===== config.mk =====
export PLATFORM = sky130hd
export DESIGN_NAME = bram_port_master_flat
export DESIGN_NICKNAME = d
export VERILOG_FILES = /design/src/rtl/bram_master_pkg.sv /design/src/rtl/bram_port_master_if.sv /design/src/rtl/bram_fill_ctr.sv /design/src/rtl/bram_port_master.sv /design/src/flat_wrapper.sv
export SDC_FILE = /design/constraint.sdc
export NUM_CORES = 1
export LEC_CHECK = 0
export ABC_AREA = 1
export BUFFER_PORTS_ARGS = -buffer_cell sky130_fd_sc_hd__buf_4
export CORE_MARGIN = 8
export CORE_UTILIZATION = 47
export DETAILED_ROUTE_END_ITERATION = 16
export PLACE_DENSITY = 0.69
export SYNTH_ARGS = -nofsm -noshare
export SYNTH_HDL_FRONTEND = slang
export SYNTH_SLANG_ARGS = --single-unit

===== constraint.sdc =====
create_clock -name clk -period 2 [get_ports clk]
set_input_delay 0.1 -clock clk [delete_from_list [all_inputs] [get_ports clk]]
set_output_delay 0.1 -clock clk [all_outputs]
set_load 0.01 [all_outputs]

===== src/rtl/bram_master_pkg.sv =====
// rtl/bram_master_pkg.sv - shared constants and state type for the BRAM port master
package bram_master_pkg;

  localparam int DEFAULT_AW = 16;
  localparam int RD_LATENCY = 1;

  localparam logic [2:0] S_IDLE    = 3'd0;
  localparam logic [2:0] S_ISSUE   = 3'd1;
  localparam logic [2:0] S_RD_WAIT = 3'd2;
  localparam logic [2:0] S_ACK     = 3'd3;
  localparam logic [2:0] S_FILL    = 3'd4;

  typedef enum logic [2:0] {
    ST_IDLE    = S_IDLE,
    ST_ISSUE   = S_ISSUE,
    ST_RD_WAIT = S_RD_WAIT,
    ST_ACK     = S_ACK,
    ST_FILL    = S_FILL
  } state_t;

endpackage


===== src/rtl/bram_port_master_if.sv =====
// rtl/bram_port_master_if.sv - CPU, block-fill and BRAM port signal bundle
interface bram_port_master_if
  import bram_master_pkg::*;
#(
  parameter int AW = DEFAULT_AW
);
  logic          cpu_req;
  logic          cpu_we;
  logic [AW-1:0] cpu_addr;
  logic [7:0]    cpu_wdata;
  logic          cpu_ack;
  logic [7:0]    cpu_rdata;
  logic          fill_start;
  logic [AW-1:0] fill_base;
  logic [AW-1:0] fill_len;
  logic [7:0]    fill_value;
  logic          fill_busy;
  logic          fill_done;
  logic          mem_en;
  logic          mem_we;
  logic [AW-1:0] mem_addr;
  logic [7:0]    mem_din;
  logic [7:0]    mem_dout;

  modport master (
    input  cpu_req, cpu_we, cpu_addr, cpu_wdata,
    output cpu_ack, cpu_rdata,
    input  fill_start, fill_base, fill_len, fill_value,
    output fill_busy, fill_done,
    output mem_en, mem_we, mem_addr, mem_din,
    input  mem_dout
  );

  modport slave (
    output cpu_req, cpu_we, cpu_addr, cpu_wdata,
    input  cpu_ack, cpu_rdata,
    output fill_start, fill_base, fill_len, fill_value,
    input  fill_busy, fill_done,
    input  mem_en, mem_we, mem_addr, mem_din,
    output mem_dout
  );
endinterface


===== src/rtl/bram_fill_ctr.sv =====
// rtl/bram_fill_ctr.sv - block-fill address generator and remaining-byte counter
module bram_fill_ctr
  import bram_master_pkg::*;
#(
  parameter int AW = DEFAULT_AW
) (
  input  logic          clk,
  input  logic          rst_n,
  input  logic          load,
  input  logic          advance,
  input  logic [AW-1:0] base,
  input  logic [AW-1:0] len,
  output logic [AW-1:0] addr,
  output logic          last,
  output logic          busy
);

  localparam logic [AW-1:0] ONE = AW'(1);

  logic [AW-1:0] remaining;

  // addr runs one ahead of the write on the bus; remaining counts writes still
  // to come after the current one, so zero marks the final beat.
  always_ff @(posedge clk or negedge rst_n) begin
    if (!rst_n) begin
      addr      <= '0;
      remaining <= '0;
      busy      <= 1'b0;
    end else if (load) begin
      addr      <= base + ONE;
      remaining <= len;
      busy      <= 1'b1;
    end else if (advance && busy) begin
      if (remaining == '0) begin
        busy <= 1'b0;
      end else begin
        addr      <= addr + ONE;
        remaining <= remaining - ONE;
      end
    end
  end

  assign last = busy && (remaining == '0);

endmodule


===== src/rtl/bram_port_master.sv =====
// rtl/bram_port_master.sv - arbitrates CPU byte accesses and block fills onto one BRAM port
module bram_port_master
  import bram_master_pkg::*;
#(
  parameter int AW = DEFAULT_AW
) (
  input  logic               clk,
  input  logic               rst_n,
  bram_port_master_if.master bus
);

  localparam logic [1:0] RD_CNT_LAST = 2'(RD_LATENCY - 1);

  state_t        state;
  logic [1:0]    rd_cnt;
  logic [AW-1:0] ctr_addr;
  logic          ctr_last;
  logic          ctr_busy;
  logic          ctr_load;
  logic          fill_step;

  assign ctr_load  = (state == ST_IDLE) && bus.fill_start;
  assign fill_step = (state == ST_FILL);

  bram_fill_ctr #(.AW(AW)) u_fill_ctr (
    .clk     (clk),
    .rst_n   (rst_n),
    .load    (ctr_load),
    .advance (fill_step),
    .base    (bus.fill_base),
    .len     (bus.fill_len),
    .addr    (ctr_addr),
    .last    (ctr_last),
    .busy    (ctr_busy)
  );

  assign bus.fill_busy = ctr_busy;

  always_ff @(posedge clk or negedge rst_n) begin
    if (!rst_n) begin
      state         <= ST_IDLE;
      rd_cnt        <= '0;
      bus.cpu_ack   <= 1'b0;
      bus.cpu_rdata <= '0;
      bus.fill_done <= 1'b0;
      bus.mem_en    <= 1'b0;
      bus.mem_we    <= 1'b0;
      bus.mem_addr  <= '0;
      bus.mem_din   <= '0;
    end else begin
      bus.cpu_ack   <= 1'b0;
      bus.fill_done <= 1'b0;
      case (state)
        ST_IDLE: begin
          // Fill takes priority; a concurrent CPU request stays pending.
          if (bus.fill_start) begin
            bus.mem_en   <= 1'b1;
            bus.mem_we   <= 1'b1;
            bus.mem_addr <= bus.fill_base;
            bus.mem_din  <= bus.fill_value;
            state        <= ST_FILL;
          end else if (bus.cpu_req) begin
            bus.mem_en   <= 1'b1;
            bus.mem_we   <= bus.cpu_we;
            bus.mem_addr <= bus.cpu_addr;
            bus.mem_din  <= bus.cpu_wdata;
            state        <= ST_ISSUE;
          end
        end
        ST_ISSUE: begin
          bus.mem_en <= 1'b0;
          bus.mem_we <= 1'b0;
          rd_cnt     <= '0;
          if (bus.mem_we) begin
            bus.cpu_ack <= 1'b1;
            state       <= ST_ACK;
          end else begin
            state <= ST_RD_WAIT;
          end
        end
        ST_RD_WAIT: begin
          if (rd_cnt == RD_CNT_LAST) begin
            bus.cpu_rdata <= bus.mem_dout;
            bus.cpu_ack   <= 1'b1;
            state         <= ST_ACK;
          end else begin
            rd_cnt <= rd_cnt + 2'd1;
          end
        end
        ST_ACK: begin
          state <= ST_IDLE;
        end
        ST_FILL: begin
          if (ctr_last) begin
            bus.mem_en    <= 1'b0;
            bus.mem_we    <= 1'b0;
            bus.fill_done <= 1'b1;
            state         <= ST_IDLE;
          end else begin
            bus.mem_addr <= ctr_addr;
          end
        end
        default: begin
          state <= ST_IDLE;
        end
      endcase
    end
  end

endmodule


===== src/flat_wrapper.sv =====
// flat-port wrapper written by rule: the top's interface ports become plain ports
module bram_port_master_flat import bram_master_pkg::*;
#(
  parameter int AW = DEFAULT_AW
)
  (clk, rst_n, bus_cpu_req, bus_cpu_we, bus_cpu_addr, bus_cpu_wdata, bus_cpu_ack, bus_cpu_rdata, bus_fill_start, bus_fill_base, bus_fill_len, bus_fill_value, bus_fill_busy, bus_fill_done, bus_mem_en, bus_mem_we, bus_mem_addr, bus_mem_din, bus_mem_dout);
  bram_port_master_if #(.AW(AW)) bus_i ();
  input  logic clk;
  input  logic rst_n;
  input wire logic [$bits(bus_i.cpu_req)-1:0] bus_cpu_req;
  input wire logic [$bits(bus_i.cpu_we)-1:0] bus_cpu_we;
  input wire logic [$bits(bus_i.cpu_addr)-1:0] bus_cpu_addr;
  input wire logic [$bits(bus_i.cpu_wdata)-1:0] bus_cpu_wdata;
  output wire logic [$bits(bus_i.cpu_ack)-1:0] bus_cpu_ack;
  output wire logic [$bits(bus_i.cpu_rdata)-1:0] bus_cpu_rdata;
  input wire logic [$bits(bus_i.fill_start)-1:0] bus_fill_start;
  input wire logic [$bits(bus_i.fill_base)-1:0] bus_fill_base;
  input wire logic [$bits(bus_i.fill_len)-1:0] bus_fill_len;
  input wire logic [$bits(bus_i.fill_value)-1:0] bus_fill_value;
  output wire logic [$bits(bus_i.fill_busy)-1:0] bus_fill_busy;
  output wire logic [$bits(bus_i.fill_done)-1:0] bus_fill_done;
  output wire logic [$bits(bus_i.mem_en)-1:0] bus_mem_en;
  output wire logic [$bits(bus_i.mem_we)-1:0] bus_mem_we;
  output wire logic [$bits(bus_i.mem_addr)-1:0] bus_mem_addr;
  output wire logic [$bits(bus_i.mem_din)-1:0] bus_mem_din;
  input wire logic [$bits(bus_i.mem_dout)-1:0] bus_mem_dout;
  assign bus_i.cpu_req = bus_cpu_req;
  assign bus_i.cpu_we = bus_cpu_we;
  assign bus_i.cpu_addr = bus_cpu_addr;
  assign bus_i.cpu_wdata = bus_cpu_wdata;
  assign bus_cpu_ack = bus_i.cpu_ack;
  assign bus_cpu_rdata = bus_i.cpu_rdata;
  assign bus_i.fill_start = bus_fill_start;
  assign bus_i.fill_base = bus_fill_base;
  assign bus_i.fill_len = bus_fill_len;
  assign bus_i.fill_value = bus_fill_value;
  assign bus_fill_busy = bus_i.fill_busy;
  assign bus_fill_done = bus_i.fill_done;
  assign bus_mem_en = bus_i.mem_en;
  assign bus_mem_we = bus_i.mem_we;
  assign bus_mem_addr = bus_i.mem_addr;
  assign bus_mem_din = bus_i.mem_din;
  assign bus_i.mem_dout = bus_mem_dout;
  bram_port_master #(.AW(AW)) u_core (.clk(clk), .rst_n(rst_n), .bus(bus_i));
endmodule

* Word-level counts from Yosys, hierarchy flattened *
Index checks and enable logic that the tools add are counted.

cells by class
  mux-type cells = 35
  reduce and logical (&&, ||, !) cells = 20
  equality and inequality tests = 9
  add/sub/neg operators = 4

operators by type and width
  kind                     number
  $mux W16                 9
  $add A16 B1 Y16 const B  2
  $pmux W16 S2             1
  $logic_not A16 Y1        1
  $mux W8                  2
  $sub A16 B1 Y16 const B  1
  $mux W1                  13
  $mux W3                  4
  $pmux W3 S4              1
  $reduce_and A2 Y1        5
  $reduce_bool A2 Y1       5
  $reduce_and A3 Y1        3
  $ne A2 B1 Y1 const B     3
  $pmux W1 S3              2
  $ne A2 B2 Y1 const B     2
  $pmux W2 S2              1
  $eq A3 B1 Y1 const B     1
  $eq A3 B2 Y1 const B     1
  $eq A3 B3 Y1 const B     1
  $logic_and A1 B1 Y1      3
  $logic_not A3 Y1         1
  $ne A3 B3 Y1 const B     1
  $reduce_bool A3 Y1       1
  $add A2 B1 Y2 const B    1
  3 further kinds          3

word-level totals
  register bits after elaboration = 74
  word-level logic and storage cells = 80
  output and inout port bits = 37

* Depth between registers and ports, before layout *
Gate-level depths: netlist of the first run.

  word-level depth = 4
  mapped depth = 13
  mapped depth without buffers = 12

* Hierarchy *
Synthesis of the first run repeated with hierarchy kept, for this count alone.

second synthesis, totals
  cell total of the unflattened synthesis = 706
  area, all modules = 4,914.7 sq um

modules (own cells, without submodules)
  module            area an instance (sq um)  seq. area each (sq um)  times used  cells each
  bram_fill_ctr     2,585.0                   825.8                   1           399
  bram_port_master  2,329.7                   1,026.0                 1           307

* Least setup slack after synthesis of the first run *
OpenSTA, ideal clock, no wires.

  path kind = register to register
  start point = register u_core.u_fill_ctr.remaining[0]
  end point = register u_core.u_fill_ctr.addr[14]
  data arrival time = 1.709 ns
  period minus slack after synthesis = 1.827 ns
  stages on the path, launching flop included = 14
  data required time = 1.883 ns
  setup time = 0.117 ns
  setup slack = 0.173 ns
  cells stage by stage = dfrtp_1 inv_1 ha_1 nand2_1 nor2_1 nand2_1 or2_4 nand2_4 inv_4 nor2_8 inv_4 buf_6 nand3_1 nand2_1

between the ends
  longest elaborated chain between the ends = 3

RTL lines
  what                         RTL line             RTL
  start: declaration           bram_fill_ctr.sv:20  logic [AW-1:0] remaining;
  start signal: assignment     bram_fill_ctr.sv:31  remaining <= len;
  start signal: assignment     bram_fill_ctr.sv:38  remaining <= remaining - ONE;
  $logic_not A16 Y1            bram_fill_ctr.sv:34  if (remaining == '0) begin
  $ne A2 B1 Y1 (no line)       n/a
  $reduce_and A2 Y1 (no line)  n/a
  end signal: assignment       bram_fill_ctr.sv:30  addr <= base + ONE;
  end signal: assignment       bram_fill_ctr.sv:37  addr <= addr + ONE;
  end: declaration             bram_fill_ctr.sv:13  output logic [AW-1:0] addr,

No other way between the ends.
A chain may end at the register's enable or synchronous reset.

* Worst setup path after layout of the first run *
  start point = register u_core.state[1]
  end point = register u_core.u_fill_ctr.addr[15]

between the ends
  longest elaborated chain between the ends = 4

RTL lines
  what                                                                 RTL line                                        RTL
  start: declaration                                                   bram_port_master.sv:14                          state_t state;
  start signal: assignment                                             bram_port_master.sv:41                          state <= ST_IDLE;
  start signal: assignment                                             bram_port_master.sv:61                          state <= ST_FILL;
  start signal: assignment                                             bram_port_master.sv:67                          state <= ST_ISSUE;
  $logic_not A3 Y1 / $eq A3 B3 Y1 (equally long branches)              bram_port_master.sv:22, bram_port_master.sv:23
  $logic_and A1 B1 Y1 (on tied branches)                               bram_port_master.sv:22, bram_fill_ctr.sv:33
  $ne A2 B1 Y1 (no line) / $reduce_bool A2 Y1 (equally long branches)  n/a
  $reduce_and A2 Y1 (no line)                                          n/a

Several ways; a longest one is shown, not always the timed one.

==> impl_metrics.csv, run 1 <==
group,metric,value,unit
timing,rsz0062_at_grt,"yes",
drt,routed_wl,12790,um
critical_path,path_class,"reg2reg",
power_and_ir_drop,power_frac_comb,8.8,%
synthesis,syn_nets,710,
critical_path,cp.required,2250,ps
synthesis,synth_fa_ha_area_share,0.8278,%
clock_tree,cts_buffer_depth,2,
synthesis,synth-xor-area-share,2.318,%
placement,hpwl,9406,um
timing,slew_headroom,62.37,%
drt,drc_errors,0,
cells_and_area,postLayoutCellArea,0.006003,mm2
timing,fin_setup_tns,0,ps
cells_and_area,layout.nets,837,
power_and_ir_drop,power,3.019,mW
cells_and_area,layout_commonest_cell,"nand2_1",
placement,dp_slack,56.93,ps
timing,fin_skew,15.33,ps
power_and_ir_drop,peakVddDrop,0.3313,mV
synthesis,syn_inst,630,
clock_tree,path_clk_slew,80,ps
synthesis,synth_edf_count,0,
timing,fin_crit_sh,94.74,%
placement,placed_area,0.005585,mm2
critical_path,worstPathMaxFanout,20,
worst_hold_path,hold_class,"in2reg",
cells_and_area,fill_cells,856,
synthesis,synth_top_family_by_area,"simple AND/OR/NAND/NOR gates",
floorplan,rows,36,
cells_and_area,drive_above_1_share,26.51,%
cells_and_area,num_antenna_cells,0,
synthesis,syn_area,0.004534,mm2
timing,finalMaxSlewViolations,0,
clock_tree,htree_levels,3,
power_and_ir_drop,seqPwrFrac,50.0,%
cells_and_area,area_growth,32.40,%
worst_hold_path,hold_start,"bus_cpu_wdata[6]",
critical_path,r2r_start,"u_core.state[1]$_DFFE_PN0P_",
clock_tree,cts_tree,"built",
clock_tree,clk_latency,360,ps
synthesis,muxShareOfSynthArea,2.208,%
global_routing,grt_pass1_vias,4354,
clock_tree,cts_buffers,9,
global_routing,grt_start_max_net_pins,53,
power_and_ir_drop,p_int,2.300,mW
drt,vias_per_cell,5.098,
critical_path,reg2reg_depth,11,
timing,tightest_slew,563.1,ps
power_and_ir_drop,switching_share,23.84,%
synthesis,async_flop_share,100.0,%
power_and_ir_drop,p_clk_share,41.2,%
global_routing,grt_overflow,0,
drt,wl_per_cell,14.29,um
floorplan,core_area,0.009549,mm2
timing,period_needed,1895,ps
synthesis,yosysUniqueCellTypes,37,
synthesis,postSynthRegisterBits,74,
critical_path,cp.arrival,2140,ps
floorplan,die_area,0.01305,mm2
drt,drtAntennaViolNets,0,
critical_path,r2r_slack,110,ps
critical_path,worstSetupEndpointType,"flip-flop",
floorplan,die_w,114.2,um
synthesis,yosysWarnings,0,
cells_and_area,final_cell_mix,"nand2_1 (223), buf_4 (125), dfrtp_1 (73), nor2_1 (63), o21ai_0 (44)",
clock_tree,root_buffer,"clkbuf_8",
worst_hold_path,hold_end,"u_core.bus.mem_din[6]$_DFFE_PN0P_",
timing,whs,38.07,ps
global_routing,grt_pass1_wl,20980,um
critical_path,rr_endpoint,"u_core.u_fill_ctr.addr[15]$_DFFE_PN0P_",
worst_hold_path,min_path_cells,3,
critical_path,startpoint_type,"flip-flop",
global_routing,antenna_found_initial,0,
placement,portBuffers,113,
clock_tree,clkSinkCount,74,
synthesis,synth-simple-area-share,34.16,%
floorplan,ios,114,
run,maxCapViolCount,0,
drt,vias,4563,
global_routing,grt.total_usage,19.77,%
floorplan,die_h,114.2,um
synthesis,synth_compound_area_share,11.67,%
timing,setup_viol,0,
timing,max_clock_freq,527.8,MHz
synthesis,synth_area_per_cell,7.197,um2
drt,detail_route.first_pass.iterations,5,
power_and_ir_drop,p_sw,0.7197,mW
floorplan,start_util,47.48,%
synthesis,synth-main-ff-cell,"dfrtp_1",
synthesis,seq_area_frac_synth,40.84,%
timing,finalHoldViolations,0,
timing,setup_slack,105.2,ps
drt,initialDrtViolationCount,399,
power_and_ir_drop,p_leak,3.083,nW
power_and_ir_drop,powerDensity,502.9,mW/mm2
run_status,status,"finished clean",
placement,gp_congestion,0.8495,
==> flip-flops by register name (all words and copies together), names as in the netlist <==
signal	flops
u_core.bus.cpu_rdata	8
u_core.bus.cpu_ack	1
u_core.u_fill_ctr.remaining	16
u_core.bus.mem_din	8
u_core.state	3
u_core.bus.mem_addr	16
u_core.u_fill_ctr.busy	1
u_core.bus.mem_en	1
u_core.rd_cnt	2
u_core.bus.mem_we	1
u_core.bus.fill_done	1
u_core.u_fill_ctr.addr	16
==> synth_stat cells, types with 9 or more instances <==
cell type  instances  area, um2
clkbuf_1           9      33.78
buf_2              9      45.04
nand4_1           26      162.7
nand3_1           21      105.1
nand2_1          227      852.1
o31ai_1           10      75.07
inv_1             44      165.2
dfrtp_1           74       1852
o211ai_1          10      75.07
o21ai_0           44      220.2
nor2_1            68      255.2
==> how the worst max path moves through the flow <==
stage,from,end,slack (ps),cells after the start
final,u_core.state[1]$_DFFE_PN0P_,u_core.u_fill_ctr.addr[15]$_DFFE_PN0P_,110,11
after global routing,u_core.u_fill_ctr.remaining[4]$_DFFE_PN0P_,u_core.bus.mem_addr[13]$_DFFE_PN0P_,-40,11
after CTS,u_core.u_fill_ctr.remaining[1]$_DFFE_PN0P_,u_core.u_fill_ctr.remaining[11]$_DFFE_PN0P_,50,13
after detailed placement,u_core.u_fill_ctr.remaining[1]$_DFFE_PN0P_,u_core.u_fill_ctr.remaining[11]$_DFFE_PN0P_,60,13
after global placement,u_core.u_fill_ctr.remaining[1]$_DFFE_PN0P_,u_core.u_fill_ctr.remaining[11]$_DFFE_PN0P_,110,13
after floorplan,u_core.u_fill_ctr.remaining[0]$_DFFE_PN0P_,u_core.u_fill_ctr.addr[14]$_DFFE_PN0P_,170,13
==> cells by family (layout without fill, tap and decap cells) <==
group	after synthesis	after routing
mux	9	9
fa+ha+maj	3	3
flops	74	74
buf+inv	80	212
simple gates	363	363
xor+xnor	12	12
compound gates	89	89
==> power groups by stage <==
stage               registers (mW)  logic (mW)  clock network, mW
floorplan                     1.55      0.0516                  0
global placement              1.54       0.245                  0
detailed placement            1.54       0.246                  0
CTS                           1.51       0.265               1.28
global route                  1.51       0.289               1.34
finish                        1.51       0.264               1.24
==> layout make-up <==
type                            instances  area [um2]  share of cell area [%]
Multi-Input combinational cell        476        2381                   39.66
Timing Repair Buffer                  144        1186                   19.76
Clock buffer                           11       151.4                   2.522
Tap cell                              133       166.4                   2.772
Inverter                               52       205.2                   3.418
Clock inverter                          5       60.06                   1.000
Sequential cell                        74        1853                   30.87
==> critical path, cell delays in order, from the launching register on <==
cell,delay [ps]
dfrtp_1,420
nor2_4,240
buf_12,180
nand4_1,90
nand2_1,180
nand2_2,100
inv_2,80
nand2_1,90
nor2_1,180
nand3_1,90
nand3_1,90
nand2_1,50
==> through the flow <==
| stage | cells | utilization [%] |
|---|---|---|
| after global placement | 866 | 58.49 |
| final | 895 | 62.87 |
| after CTS | 893 | 61.86 |
| after global routing | 895 | 62.87 |
| after floorplan | 630 | - |
| after detailed placement | 866 | 58.49 |
==> per-layer routing <==
| metal | global-route usage [%] | part of all wire [%] | routed length [um] |
|---|---|---|---|
| met1 | 26.06 | 45 | 5705 |
| met2 | 31.31 | 47 | 6061 |
| met3 | 4.272 | 6.8 | 868 |
| met4 | 6.832 | 1.2 | 151 |
| met5 | 0 | 0 | 0 |
==> repair_timing <==
action / 4_1_cts / 5_1_grt
hold buffers: 11 / 0
resized for setup: 0 / 24
setup endpoints to repair: 0 / 49
setup buffers: 0 / 2
hold endpoints to repair: 46 / 0
Power figures use the tool's default switching activity.
==> inputs of run 2 (changes only) <==
--- a/config.mk
+++ b/config.mk
@@ -7,10 +7,9 @@
 export LEC_CHECK = 0
 export ABC_AREA = 1
 export BUFFER_PORTS_ARGS = -buffer_cell sky130_fd_sc_hd__buf_4
-export CORE_MARGIN = 8
 export CORE_UTILIZATION = 47
 export DETAILED_ROUTE_END_ITERATION = 16
-export PLACE_DENSITY = 0.69
+export PLACE_DENSITY = 0.8
 export SYNTH_ARGS = -nofsm -noshare
 export SYNTH_HDL_FRONTEND = slang
 export SYNTH_SLANG_ARGS = --single-unit
==> impl_metrics.csv, run 2 (synthesized netlist as in run 1, its figures left out) <==
group,metric,value,unit
run_status,status,"finished clean",
drt,drtAntennaViolNets,0,
cells_and_area,layout.nets,845,
cells_and_area,drive_above_1_share,28.70,%
floorplan,start_util,48.84,%
critical_path,startpoint_type,"flip-flop",
timing,period_needed,1933,ps
drt,initialDrtViolationCount,249,
power_and_ir_drop,power_frac_comb,8.4,%
global_routing,grt_start_max_net_pins,75,
critical_path,critPathSlowestCell,"dfrtp_1",
placement,place_inst,859,
drt,vias,4769,
power_and_ir_drop,seqPwrFrac,49.1,%
cells_and_area,final_cell_mix,"nand2_1 (217), buf_4 (131), dfrtp_1 (71), nor2_1 (60), o21ai_0 (43)",
placement,gp_congestion,0.8943,
global_routing,grt.total_usage,25.00,%
drt,vias_per_cell,5.305,
timing,setup_viol,0,
timing,whs,39.23,ps
timing,slew_headroom,35.88,%
worst_hold_path,hold_class,"in2reg",
power_and_ir_drop,p_sw,0.7240,mW
clock_tree,clk_latency,350,ps
cells_and_area,area_growth,36.26,%
cells_and_area,utilization,66.55,%
power_and_ir_drop,p_leak,3.138,nW
power_and_ir_drop,p_int,2.354,mW
power_and_ir_drop,power,3.078,mW
run,maxCapViolCount,0,
timing,max_clock_freq,517.3,MHz
clock_tree,cts_tree,"built",
cells_and_area,num_antenna_cells,0,
critical_path,worstPathMaxFanout,4,
global_routing,grt_pass1_wl,20000,um
cells_and_area,stdcell_count,899,
floorplan,ios,114,
global_routing,grt_overflow,0,
drt,routed_wl,12790,um
critical_path,worstSetupEndpointType,"flip-flop",
timing,setup_slack,66.75,ps
timing,finalHoldViolations,0,
global_routing,grt_pass1_vias,4372,
drt,drc_errors,0,
drt,wl_per_cell,14.23,um
placement,dp_slack,60.57,ps
power_and_ir_drop,p_clk_share,42.5,%
clock_tree,root_buffer,"clkbuf_8",
clock_tree,clkSinkCount,74,
timing,fin_skew,12.10,ps
clock_tree,path_clk_slew,80,ps
critical_path,cp.arrival,2160,ps
floorplan,rows,35,
cells_and_area,postLayoutCellArea,0.006178,mm2
critical_path,cp.required,2220,ps
timing,tightest_slew,961.8,ps
global_routing,antenna_found_initial,0,
timing,fin_setup_tns,0,ps
cells_and_area,fill_cells,800,
critical_path,critPathBufInv,1,
placement,hpwl,8602,um
cells_and_area,reg_top3,"u_core.bus.mem_addr (16), u_core.u_fill_ctr.addr (16), u_core.u_fill_ctr.remaining (16)",
placement,portBuffers,113,
cells_and_area,layout_commonest_cell,"nand2_1",
critical_path,cp_cell_sequence,"nor2_4 > buf_4 > nand4_1 > nand2_1 > ha_4 > nand3_4 > nor2_2 > nor2_1 > o21ai_0 > o21ai_1",
drt,detail_route.first_pass.iterations,5,
critical_path,path_class,"reg2reg",
floorplan,die_w,100.2,um
floorplan,die_h,100.2,um
critical_path,r2r_slack,70,ps
clock_tree,cts_buffer_depth,2,
timing,finalMaxSlewViolations,0,
clock_tree,cts_buffers,9,
power_and_ir_drop,peakVddDrop,0.3596,mV
critical_path,crit_path_max_incr_delay,430,ps
power_and_ir_drop,powerDensity,498.3,mW/mm2
timing,fin_crit_sh,96.66,%
floorplan,core_area,0.009284,mm2
power_and_ir_drop,switching_share,23.52,%
placement,placed_area,0.005545,mm2
critical_path,cp_top_family,"simple AND/OR/NAND/NOR gates",
floorplan,die_area,0.01004,mm2
clock_tree,htree_levels,3,
[run 2: timing repair]
action,in CTS,in global routing
hold buffers,11,0
hold endpoints to repair,84,0
gates resized for setup,0,42
buffers inserted,0,9
endpoints found under the setup margin,0,48
[run 2: cell type report]
class | instances | area (um2) | share of cell area [%]
Tap cell | 129 | 161.4 | 2.612
Clock buffer | 10 | 127.6 | 2.066
Inverter | 52 | 209.0 | 3.382
Multi-Input combinational cell | 476 | 2426 | 39.27
Sequential cell | 74 | 1856 | 30.03
Timing Repair Buffer | 152 | 1309 | 21.18
Clock inverter | 6 | 90.09 | 1.458
[run 2: worst paths after layout]
kind                                                      from                                           to  depth (start not counted)
setup / recovery                   u_core.state[1]$_DFFE_PN0P_        u_core.u_fill_ctr.addr[6]$_DFFE_PN0P_                         10
hold / removal                                bus_fill_len[13]  u_core.u_fill_ctr.remaining[13]$_DFFE_PN0P_                          3
setup reg to reg                   u_core.state[1]$_DFFE_PN0P_        u_core.u_fill_ctr.addr[6]$_DFFE_PN0P_                         10
hold reg to reg            u_core.bus.mem_addr[13]$_DFFE_PN0P_          u_core.bus.mem_addr[13]$_DFFE_PN0P_                          2
max in group asynchronous                                rst_n                  u_core.state[2]$_DFFE_PN0P_                          2
min in group asynchronous                                rst_n   u_core.u_fill_ctr.remaining[9]$_DFFE_PN0P_                          2
[run 2: worst min-delay path: stages]
cell,delay (ps)
buf_4,80
a21oi_1,50
o21ai_1,120
[run 2: power by group through the flow]
| stage | sequential (mW) | clock [mW] | combinational, mW |
|---|---|---|---|
| after detailed placement | 1.54 | 0 | 0.240 |
| final | 1.51 | 1.31 | 0.258 |
| after global placement | 1.54 | 0 | 0.236 |
| after global routing | 1.51 | 1.39 | 0.282 |
| after floorplan | 1.55 | 0 | 0.0516 |
| after CTS | 1.51 | 1.33 | 0.258 |
[run 2: per-layer routing]
| metal | share of wire, % | track usage [%] |
|---|---|---|
| met3 | 6.8 | 4.526 |
| met2 | 49 | 42.10 |
| met4 | 1.4 | 5.240 |
| met5 | 0 | 0 |
| met1 | 43 | 33.75 |
==> inputs of run 3 (changes only) <==
--- a/config.mk
+++ b/config.mk
@@ -7,7 +7,9 @@
 export LEC_CHECK = 0
 export ABC_AREA = 1
 export BUFFER_PORTS_ARGS = -buffer_cell sky130_fd_sc_hd__buf_4
+export CORE_ASPECT_RATIO = 0.75
 export CORE_UTILIZATION = 47
+export CTS_BUF_LIST = sky130_fd_sc_hd__clkbuf_8
 export DETAILED_ROUTE_END_ITERATION = 16
 export PLACE_DENSITY = 0.8
 export SYNTH_ARGS = -nofsm -noshare
==> impl_metrics.csv, run 3 (synthesized netlist as in run 1, its figures left out) <==
group,metric,value,unit
run_status,status,"finished clean",
floorplan,start_util,49.31,%
clock_tree,root_buffer,"clkbuf_8",
global_routing,grt_pass1_vias,4582,
clock_tree,clkSinkCount,74,
placement,place_inst,861,
power_and_ir_drop,p_int,2.363,mW
critical_path,crit_top_cell,"nand2_1",
power_and_ir_drop,switching_share,23.81,%
cells_and_area,utilization,68.29,%
drt,initialDrtViolationCount,438,
clock_tree,path_clk_slew,80,ps
critical_path,cp_cell_sequence,"nor2_4 > nand2_2 > nor2_2 > nand2_1 > or2_4 > nand2_4 > inv_4 > nor2_8 > buf_12 > clkbuf_16 > nand2_1 > o21ai_0",
global_routing,grt.total_usage,26.95,%
clock_tree,cts_buffers,9,
critical_path,rr_endpoint,"u_core.u_fill_ctr.addr[4]$_DFFE_PN0P_",
critical_path,cp.arrival,2240,ps
timing,slew_headroom,36.47,%
cells_and_area,num_antenna_cells,0,
timing,max_clock_freq,509.6,MHz
cells_and_area,postLayoutCellArea,0.006280,mm2
power_and_ir_drop,p_sw,0.7385,mW
power_and_ir_drop,power_frac_comb,8.4,%
drt,wl_per_cell,15.39,um
worst_hold_path,hold_class,"in2reg",
timing,setup_viol,0,
placement,hpwl,9226,um
drt,vias_per_cell,5.399,
global_routing,antenna_found_initial,0,
global_routing,grt_pass1_wl,21090,um
cells_and_area,layout_commonest_cell,"nand2_1",
floorplan,ios,114,
drt,drtAntennaViolNets,0,
drt,drc_errors,0,
floorplan,die_h,87.06,um
timing,fin_crit_sh,98.11,%
critical_path,r2r_slack,40,ps
critical_path,critPathBufInv,3,
floorplan,die_area,0.01005,mm2
cells_and_area,reg_top3,"u_core.bus.mem_addr (16), u_core.u_fill_ctr.addr (16), u_core.u_fill_ctr.remaining (16)",
power_and_ir_drop,power,3.101,mW
critical_path,worstSetupEndpointType,"flip-flop",
clock_tree,cts_tree,"built",
timing,finalHoldViolations,0,
power_and_ir_drop,peakVddDrop,0.3262,mV
critical_path,path_class,"reg2reg",
drt,routed_wl,13990,um
critical_path,crit_path_max_incr_delay,450,ps
placement,placed_area,0.005567,mm2
floorplan,die_w,115.4,um
cells_and_area,final_cell_mix,"nand2_1 (218), buf_4 (137), dfrtp_1 (72), nor2_1 (61), inv_1 (42)",
clock_tree,clk_latency,360,ps
cells_and_area,drive_above_1_share,29.45,%
clock_tree,htree_levels,3,
run,maxCapViolCount,0,
critical_path,critPathSlowestCell,"dfrtp_2",
drt,vias,4908,
timing,period_needed,1962,ps
timing,whs,31.61,ps
cells_and_area,layout.nets,856,
power_and_ir_drop,powerDensity,493.9,mW/mm2
critical_path,cp.required,2280,ps
timing,fin_skew,6.737,ps
global_routing,grt_start_max_net_pins,75,
placement,gp_congestion,0.8818,
global_routing,grt_overflow,0,
floorplan,core_area,0.009196,mm2
critical_path,startpoint_type,"flip-flop",
critical_path,cp_top_family,"simple AND/OR/NAND/NOR gates",
clock_tree,cts_buffer_depth,2,
placement,portBuffers,113,
drt,detail_route.first_pass.iterations,5,
cells_and_area,stdcell_count,909,
worst_hold_path,min_path_cells,5,
floorplan,rows,30,
power_and_ir_drop,p_leak,3.210,nW
critical_path,worstPathMaxFanout,8,
cells_and_area,area_growth,38.49,%
timing,setup_slack,37.73,ps
critical_path,reg2reg_depth,12,
power_and_ir_drop,seqPwrFrac,48.7,%
timing,fin_setup_tns,0,ps
worst_hold_path,hold_start,"bus_fill_len[7]",
critical_path,r2r_start,"u_core.u_fill_ctr.remaining[7]$_DFFE_PN0P_",
timing,tightest_slew,953.0,ps
timing,finalMaxSlewViolations,0,
worst_hold_path,hold_end,"u_core.u_fill_ctr.remaining[7]$_DFFE_PN0P_",
power_and_ir_drop,p_clk_share,42.8,%
placement,dp_slack,-22.88,ps
## run 3: cell types whose count changed in the layout (fill, tap and decap cells not counted), sizes merged
cell,change
clkbuf,-1
buf,+8
nor2,+1
clkinv,-1
inv,+4
## run 3: repair_timing
action,4_1_cts,5_1_grt
pin swaps,0,6
resized for setup,2,38
setup endpoints to repair,9,44
gates cloned,0,7
endpoints found under the hold margin,84,0
hold buffers,11,0
buffers inserted,0,14
## run 3: area by class of cell
type                       instances  area, um2
tap                              128      160.2
multi-input combinational        477       2426
fill                             751       2917
timing repair buffer             160       1381
clock inverter                     7      100.1
timing repair inverter             2      20.02
inverter                          52      214.0
clock buffer                       9      123.9
sequential                        74       1854
## run 3: power groups by stage
stage / clock network, mW / registers (mW) / logic (mW)
after floorplan: 0 / 1.55 / 0.0516
after global placement: 0 / 1.54 / 0.238
after detailed placement: 0 / 1.54 / 0.244
after CTS: 1.36 / 1.51 / 0.262
after global routing: 1.42 / 1.51 / 0.284
final: 1.33 / 1.51 / 0.262
## run 3: how the worst max path moves through the flow
stage                                                     startpoint                                      to  slack, ps  depth (start not counted)
after CTS                                u_core.state[2]$_DFFE_PN0P_  u_core.u_fill_ctr.addr[12]$_DFFE_PN0P_          3                         13
after floorplan           u_core.u_fill_ctr.remaining[0]$_DFFE_PN0P_  u_core.u_fill_ctr.addr[14]$_DFFE_PN0P_        170                         13
final                     u_core.u_fill_ctr.remaining[7]$_DFFE_PN0P_   u_core.u_fill_ctr.addr[4]$_DFFE_PN0P_         40                         12
after detailed placement  u_core.u_fill_ctr.remaining[1]$_DFFE_PN0P_   u_core.u_fill_ctr.addr[6]$_DFFE_PN0P_        -20                         12
after global placement    u_core.u_fill_ctr.remaining[1]$_DFFE_PN0P_   u_core.u_fill_ctr.addr[6]$_DFFE_PN0P_         50                         12
after global routing      u_core.u_fill_ctr.remaining[7]$_DFFE_PN0P_   u_core.u_fill_ctr.addr[6]$_DFFE_PN0P_        -30                         12
## run 3: worst register-to-register path: cells and delay by family (launching register included)
family,cells,cell delay [ps]
buffers and inverters,3,380
AO/OA/AOI/OAI,1,60
flip-flops,1,450
AND/OR/NAND/NOR,8,1010
## run 3: metal layers
layer  vias up  share of wire, %  GRT usage (%)
met5         -                 0              0
met3        21               6.9          4.593
li1       2344                 -              -
met4         0               1.7          10.27
met1      2302                43          34.54
met2       241                49          45.73
